File: src/rtl/systolic_feeder.sv
// Activation feeder for the systolic array: buffers one NxN matrix row by row,
// then streams it out with a one-wavefront-per-row diagonal skew.

module systolic_feeder_lane #(
  parameter int N    = 2,
  parameter int D    = 32,
  parameter int ROW  = 0,
  parameter int WW   = 2
) (
  input  logic [WW-1:0]       wave,
  input  logic [N-1:0][D-1:0] row_data,
  output logic [D-1:0]        data,
  output logic                vld
);
  // Row ROW sees element k during wave ROW+k; outside that window the slot is empty.
  always_comb begin
    data = '0;
    vld  = 1'b0;
    for (int k = 0; k < N; k++)
      if (int'(wave) == ROW + k) begin
        data = row_data[k];
        vld  = 1'b1;
      end
  end
endmodule

module systolic_feeder #(
  parameter int MATRIX_SIZE = 2,
  parameter int DATA_SIZE   = 32,
  parameter int STEP_CYCLES = 4
) (
  input  logic                            clk,
  input  logic                            reset,
  input  logic                            general_enable,
  input  logic                            wr_valid,
  output logic                            wr_ready,
  input  logic [MATRIX_SIZE*DATA_SIZE-1:0] wr_data,
  input  logic                            start,
  output logic [MATRIX_SIZE*DATA_SIZE-1:0] a_out,
  output logic [MATRIX_SIZE-1:0]          a_valid,
  output logic                            busy,
  output logic                            done
);
  localparam int N  = MATRIX_SIZE;
  localparam int D  = DATA_SIZE;
  localparam int WW = $clog2(2 * N);
  localparam int SW = (STEP_CYCLES > 1) ? $clog2(STEP_CYCLES) : 1;
  localparam int RW = $clog2(N + 1);

  typedef enum logic [1:0] {IDLE, LOADED, STREAM, DONE} state_t;

  state_t                          state, state_n;
  logic [RW-1:0]                   row_cnt;
  logic [WW-1:0]                   wave, wave_sel;
  logic [SW-1:0]                   step;
  logic [N-1:0][N-1:0][D-1:0]      row_buf;
  logic [N-1:0][D-1:0]             nxt_out;
  logic [N-1:0]                    nxt_vld;
  logic                            wr_fire, go, step_end, last_wave;

  assign step_end  = (step == SW'(STEP_CYCLES - 1));
  assign last_wave = (wave == WW'(2 * N - 2));
  // Lanes look one wave ahead so the registered outputs line up with the counters.
  assign wave_sel  = (state == LOADED) ? '0 : wave + WW'(1);

  always_comb begin
    state_n = state;
    wr_fire = 1'b0;
    go      = 1'b0;
    case (state)
      IDLE: begin
        wr_fire = wr_valid & wr_ready;
        if (wr_fire && row_cnt == RW'(N - 1)) state_n = LOADED;
      end
      LOADED: if (start) begin
        go      = 1'b1;
        state_n = STREAM;
      end
      STREAM:  if (step_end && last_wave) state_n = DONE;
      DONE:    state_n = IDLE;
      default: state_n = IDLE;
    endcase
  end

  always_ff @(posedge clk or posedge reset)
    if (reset)               state <= IDLE;
    else if (general_enable) state <= state_n;

  generate
    for (genvar r = 0; r < N; r++) begin : g_lane
      systolic_feeder_lane #(.N(N), .D(D), .ROW(r), .WW(WW)) u_lane (
        .wave     (wave_sel),
        .row_data (row_buf[r]),
        .data     (nxt_out[r]),
        .vld      (nxt_vld[r])
      );
    end
  endgenerate

  // Matrix storage carries no reset; a fresh load always rewrites every row.
  always_ff @(posedge clk)
    if (general_enable && wr_fire)
      for (int r = 0; r < N; r++)
        if (row_cnt == RW'(r)) row_buf[r] <= wr_data;

  always_ff @(posedge clk or posedge reset) begin
    if (reset) begin
      row_cnt  <= '0;
      wave     <= '0;
      step     <= '0;
      a_out    <= '0;
      a_valid  <= '0;
      busy     <= 1'b0;
      done     <= 1'b0;
      wr_ready <= 1'b0;
    end else if (general_enable) begin
      wr_ready <= (state_n == IDLE);
      done     <= (state == STREAM) && (state_n == DONE);
      if (wr_fire)             row_cnt <= row_cnt + RW'(1);
      else if (state == DONE)  row_cnt <= '0;
      if (go) begin
        wave    <= '0;
        step    <= '0;
        busy    <= 1'b1;
        a_out   <= nxt_out;
        a_valid <= nxt_vld;
      end else if (state == STREAM) begin
        if (step_end) begin
          step <= '0;
          if (last_wave) begin
            busy    <= 1'b0;
            a_out   <= '0;
            a_valid <= '0;
          end else begin
            wave    <= wave + WW'(1);
            a_out   <= nxt_out;
            a_valid <= nxt_vld;
          end
        end else begin
          step <= step + SW'(1);
        end
      end
    end
  end
endmodule

File: config.mk
export PLATFORM = sky130hd
export DESIGN_NAME = systolic_feeder
export DESIGN_NICKNAME = d
export VERILOG_FILES = /design/src/rtl/systolic_feeder.sv
export SDC_FILE = /design/constraint.sdc
export NUM_CORES = 1
export LEC_CHECK = 0
export CAP_MARGIN = 20
export CORE_MARGIN = 10
export CORE_UTILIZATION = 56
export CTS_CLUSTER_DIAMETER = 100
export CTS_CLUSTER_SIZE = 24
export DETAILED_ROUTE_END_ITERATION = 8
export DONT_BUFFER_PORTS = 1
export GPL_TIMING_DRIVEN = 0
export MAX_ROUTING_LAYER = met4
export PLACE_DENSITY = 0.75
export SETUP_SLACK_MARGIN = 0.15
export SKIP_CTS_REPAIR_TIMING = 1
export SYNTH_ARGS = -nofsm -noshare
export SYNTH_HDL_FRONTEND = slang
export SYNTH_SLANG_ARGS = --single-unit
File: constraint.sdc
create_clock -name clk -period 2.9 [get_ports clk]
set_clock_uncertainty 0.2 [all_clocks]
set_input_delay 0.58 -clock clk [delete_from_list [all_inputs] [get_ports clk]]
set_output_delay 0.58 -clock clk [all_outputs]
set_load 0.05 [all_outputs]
==> impl_metrics.ini, run 1 <==
[timing]
rsz0062_at_grt = yes
setup_ws_ns = 0.273
drv_slew = 0
fmax_mhz = 381
tightest_slew_ns = 0.634
fin_crit_ns = 2.63
slew_headroom_pct = 57.7
setup_tns_ns = 0
min_period_over_period_pct = 90.6
hold_violations = 0
setup_violations = 0

[global_route]
grt_usage_pct = 19.8
grt_pass1_vias = 4762
grt_pass1_wl_um = 27800
antenna_found_initial = 0
grt_max_degree = 65
grt_overflow = 0

[logic_synthesis]
synth_largest_area_cell = edfxtp_1
synth-seq-area-share_pct = 74.4
syn_inst = 568
yosysWarnings = 0
synth_top_area_share_pct = 49.5
synth_area_mm2 = 0.00776
synth-seq-cells = 205
synth_area_leaders = edfxtp_1, dfrtp_1, a22o_1
synth.distinct_cells = 30
synth_area_per_cell_um2 = 13.7
synth_nets = 644

[floorplanning]
die_y_um = 138
die_x_um = 138
rows = 42
initial_core_util_pct = 57.9
io_pins = 138
dieArea_mm2 = 0.0190
core-area_mm2 = 0.0134

[setup_path]
end_kind = flop
path_class = flop to flop
cp_max_fo = 10
worst_ep_required_time_ns = 3.05
cp.arrival_ns = 2.77
critPathLaunchType = flop

[final_layout]
antenna_cells = 0
fin_cells = 821
synthToLayoutAreaGrowth_pct = 15.6
drive_above_1_share_pct = 8.53
layout_commonest_cell = nand2_1
fillers = 970
multi_input_area_mm2 = 0.00180
seqCellArea_mm2 = 0.00577
layout_common_cells = nand2_1, edfxtp_1, dfrtp_1
nets = 715

[run]
maxCapViolations = 0

[place]
dpl.hpwl_um = 12300
routabilityCongestion = 0.815
place_ws_ns = -0.205
dp.cells = 745
port_buffers = 0

[route]
vias = 5012
dr.pass1.iters = 5
drc = 0
antenna_left = 0
drt_iter0_markers = 524
totalWireLength_um = 19900
wire_per_inst_um = 24.3
via_per_inst = 6.10

[clock_tree]
cts_sinks = 205
cts_buffer_depth = 3
cts_tree = built
cts_root_buf = clkbuf_16
insertion_delay_ns = 0.46
clk_pin_slew_ns = 0.10
cts_buffers = 12
htree_levels = 1

[run_status]
status = finished clean

[pwr]
vdd_drop_max_mv = 0.705
p_per_area_mw_per_mm2 = 1120
power_leakage_uw = 0.00345

[hold_path]
hold_path.class = primary input to flop
==> final cells by class <==
type                    count  share of cell area, %
inverters                   9                  0.405
plain buffers              39                   2.29
clock inverters             1                  0.181
well taps                 176                   2.46
repair buffers             55                   6.33
flip-flops and latches    205                   64.3
clock buffers              19                   3.88
multi-input cells         317                   20.1
==> per-layer routing <==
layer	track usage, %	vias to the layer above	routed length [um]
li1	-	2186	-
met1	22.8	2498	7170
met2	31.7	280	10100
met3	7.72	48	2160
met4	5.97	0	512
met5	-	-	0
==> critical path: stages (launching register included) <==
cell,delay (ns)
dfrtp_1,0.44
clkbuf_2,0.25
nor2b_1,0.26
nor2_1,0.09
ha_1,0.19
clkbuf_2,0.17
buf_2,0.22
clkbuf_2,0.25
nand2_1,0.10
o21ai_0,0.12
a22o_1,0.23
==> power breakdown <==
group	switching [uW]	total (uW)	internal, uW
combinational	1800	2760	963
clock	906	1750	844
sequential	1830	5510	3680
total	4530	10000	5490
==> state kept, by name (all words and copies together), names as in the netlist <==
signal,cells
wr_ready,1
row_cnt,2
wave,2
step,2
busy,1
done,1
a_valid,2
a_out,64
row_buf,128
state,2
==> final timing paths <==
kind	start	end	depth (start not counted)	slack [ns]
setup / recovery	state[0]	a_out[16]	10	0.27
max in group asynchronous	reset	a_out[24]	3	1.49
min in group asynchronous	reset	a_out[7]	2	0.42
hold reg to reg	row_cnt[0]	row_cnt[0]	1	0.34
hold / removal	wr_data[63]	row_buf[127]	0	0.01
setup reg to reg	state[0]	a_out[16]	10	0.27
==> cells by family after synthesis <==
| logic type | Yosys count | share of synthesized area, % |
|---|---|---|
| DFF | 205 | 74.4 |
| muxes | 2 | 0.258 |
| adders and majority gates | 7 | 1.13 |
| AOI/OAI and AO/OA | 145 | 12.9 |
| buffers and inverters | 48 | 2.71 |
| and+or+nand+nor | 161 | 8.60 |
==> cells in the mapped netlist <==
library cell / n
and4b_1: 1
ha_1: 7
or2_2: 1
a22o_1: 66
nor2b_1: 2
edfxtp_1: 128
inv_1: 9
a31oi_1: 2
o21ai_0: 67
buf_2: 9
a221o_1: 2
and2_1: 2
nand3b_1: 2
nand3_1: 3
buf_1: 4
nor3b_1: 2
dfrtp_1: 77
a211oi_1: 2
nand2b_1: 4
nor2_1: 8
nand4bb_1: 1
nor3_1: 2
a211o_1: 1
a21o_1: 3
and3b_1: 1
buf_4: 5
mux2i_1: 2
a21oi_1: 2
nand2_1: 132
clkbuf_1: 21
==> through the flow <==
step | instance area (um^2) | hold WS, ns | utilization (%) | power, uW
6_report | 8970 | 0.0113 | 66.9 | 10000
5_1_grt | 8970 | 0.000133 | 66.9 | 10500
4_1_cts | 8380 | -0.185 | 62.5 | 9880
3_5_place_dp | 8010 | 0.300 | 59.8 | 8170
3_3_place_gp | 7980 | 0.295 | 59.6 | 8050
2_1_floorplan | 7760 | 0.277 | - | 7150
No activity file was read; power rests on OpenSTA's default activity.
==> run 2, diff against run 1 <==
- BUFFER_PORTS_ARGS: unset -> -buffer_cell sky130_fd_sc_hd__buf_2
- CAP_MARGIN: 20 -> unset
- CORE_UTILIZATION: 56 -> 50
- DONT_BUFFER_PORTS: 1 -> unset
- PLACE_DENSITY: 0.75 -> 0.76
==> impl_metrics.ini, run 2 (synthesized netlist as in run 1, its figures left out) <==
[timing]
drv_slew = 0
setup_violations = 0
hold_violations = 0
slew_headroom_pct = 39.7
min_period_over_period_pct = 95.0
rsz0062_at_grt = yes
tightest_slew_ns = 0.905
fmax_mhz = 363
setup_tns_ns = 0
fin_crit_ns = 2.76

[route]
dr.pass1.iters = 5
antenna_left = 0
vias = 5231
totalWireLength_um = 19000
wire_per_inst_um = 20.7
drc = 0
drt_iter0_markers = 471
via_per_inst = 5.70

[global_route]
grt_pass1_vias = 5513
grt_max_degree = 65
grt_usage_pct = 18.5
antenna_found_initial = 1
grt_overflow = 0
grt_pass1_wl_um = 29600

[setup_path]
r2r_slack_ns = 0.14
cp_top_family = simple AND/OR/NAND/NOR gates
cp_slowest_stage_delay_ns = 0.86
cp_max_fo = 64
worst_ep_required_time_ns = 2.78
reg2reg_to = row_buf[85]
path_cells = nand2b_1 > nor3_1 > and2_4
r2r_start = state[0]
path_class = flop to flop
ff2ff_path_depth = 3
cp.arrival_ns = 2.63
cp_num_buf_inv = 0
end_kind = flop
critPathLaunchType = flop
slowest_stage = and2_4

[place]
routabilityCongestion = 0.927
port_buffers = 137
placed_area_mm2 = 0.00871
dpl.hpwl_um = 13100

[floorplanning]
initial_core_util_pct = 51.0
io_pins = 138
die_x_um = 145
rows = 45
core-area_mm2 = 0.0152
dieArea_mm2 = 0.0209
die_y_um = 145

[hold_path]
hold_path_startpoint = wr_data[3]
whs_path_depth = 1
hold_path.class = primary input to flop
holdPathEnd = row_buf[3]

[final_layout]
regMostFlops = row_buf
drive_above_1_share_pct = 25.7
nets = 797
largest_reg_flops = 128
synthToLayoutAreaGrowth_pct = 17.5
layout_commonest_cell = buf_2
reg_top3 = row_buf: 128 flops, a_out: 64 flops
postLayoutCoreUtil_pct = 60.0
layout_common_cells = buf_2, nand2_1, edfxtp_1
design_area_mm2 = 0.00912

[pwr]
power_leakage_uw = 0.00384
p_per_area_mw_per_mm2 = 1120
vdd_drop_max_mv = 0.770
totalPowerFinal_uw = 10300

[clock_tree]
cts_root_buf = clkbuf_16
htree_levels = 1
cts_buffers = 12
cts_tree = built
clk_pin_slew_ns = 0.10
cts_sinks = 205
insertion_delay_ns = 0.46
cts_buffer_depth = 3

[run_status]
status = finished clean

[run]
maxCapViolations = 0
-- run 2: worst max-delay path by stage --
stage	startpoint	end	slack, ns	depth (start not counted)
after global routing	state[0]	row_buf[21]	0.04	3
final	state[0]	row_buf[85]	0.14	3
after global placement	reset	a_out[21]	-0.90	2
after floorplan	general_enable	row_buf[100]	0.08	4
after detailed placement	general_enable	row_buf[86]	-0.23	5
after CTS	state[1]	a_out[14]	-0.14	10
-- run 2: metrics by stage --
step           setup slack (ns)  hold slack, ns  instances
2_1_floorplan            0.0843           0.277        568
3_3_place_gp             -0.904           0.285        893
3_5_place_dp             -0.226           0.285        894
4_1_cts                  -0.138         -0.0371        914
5_1_grt                  0.0358          0.0941        916
6_report                  0.145           0.107        917
-- run 2: cell type report --
type | instances | area, um^2
fillers | 1176 | 6080
inverters | 9 | 36.3
repair buffers | 139 | 723
diodes | 2 | 5.00
well taps | 188 | 235
clock inverters | 1 | 16.3
plain buffers | 39 | 203
clock buffers | 19 | 348
flip-flops and latches | 205 | 5770
multi-input cells | 315 | 1780
-- run 2: power by group --
part           internal [uW]  total (uW)  switching [uW]
clock network            844        1740             893
logic                   1190        4460            3270
registers               3710        4060             347
-- run 2: layer usage --
layer / up-vias / track usage, % / wire [um]
met5: - / - / 0
met4: 0 / 4.84 / 446
met3: 42 / 3.94 / 1480
met2: 236 / 29.8 / 9190
met1: 2598 / 23.6 / 7910
li1: 2355 / - / -
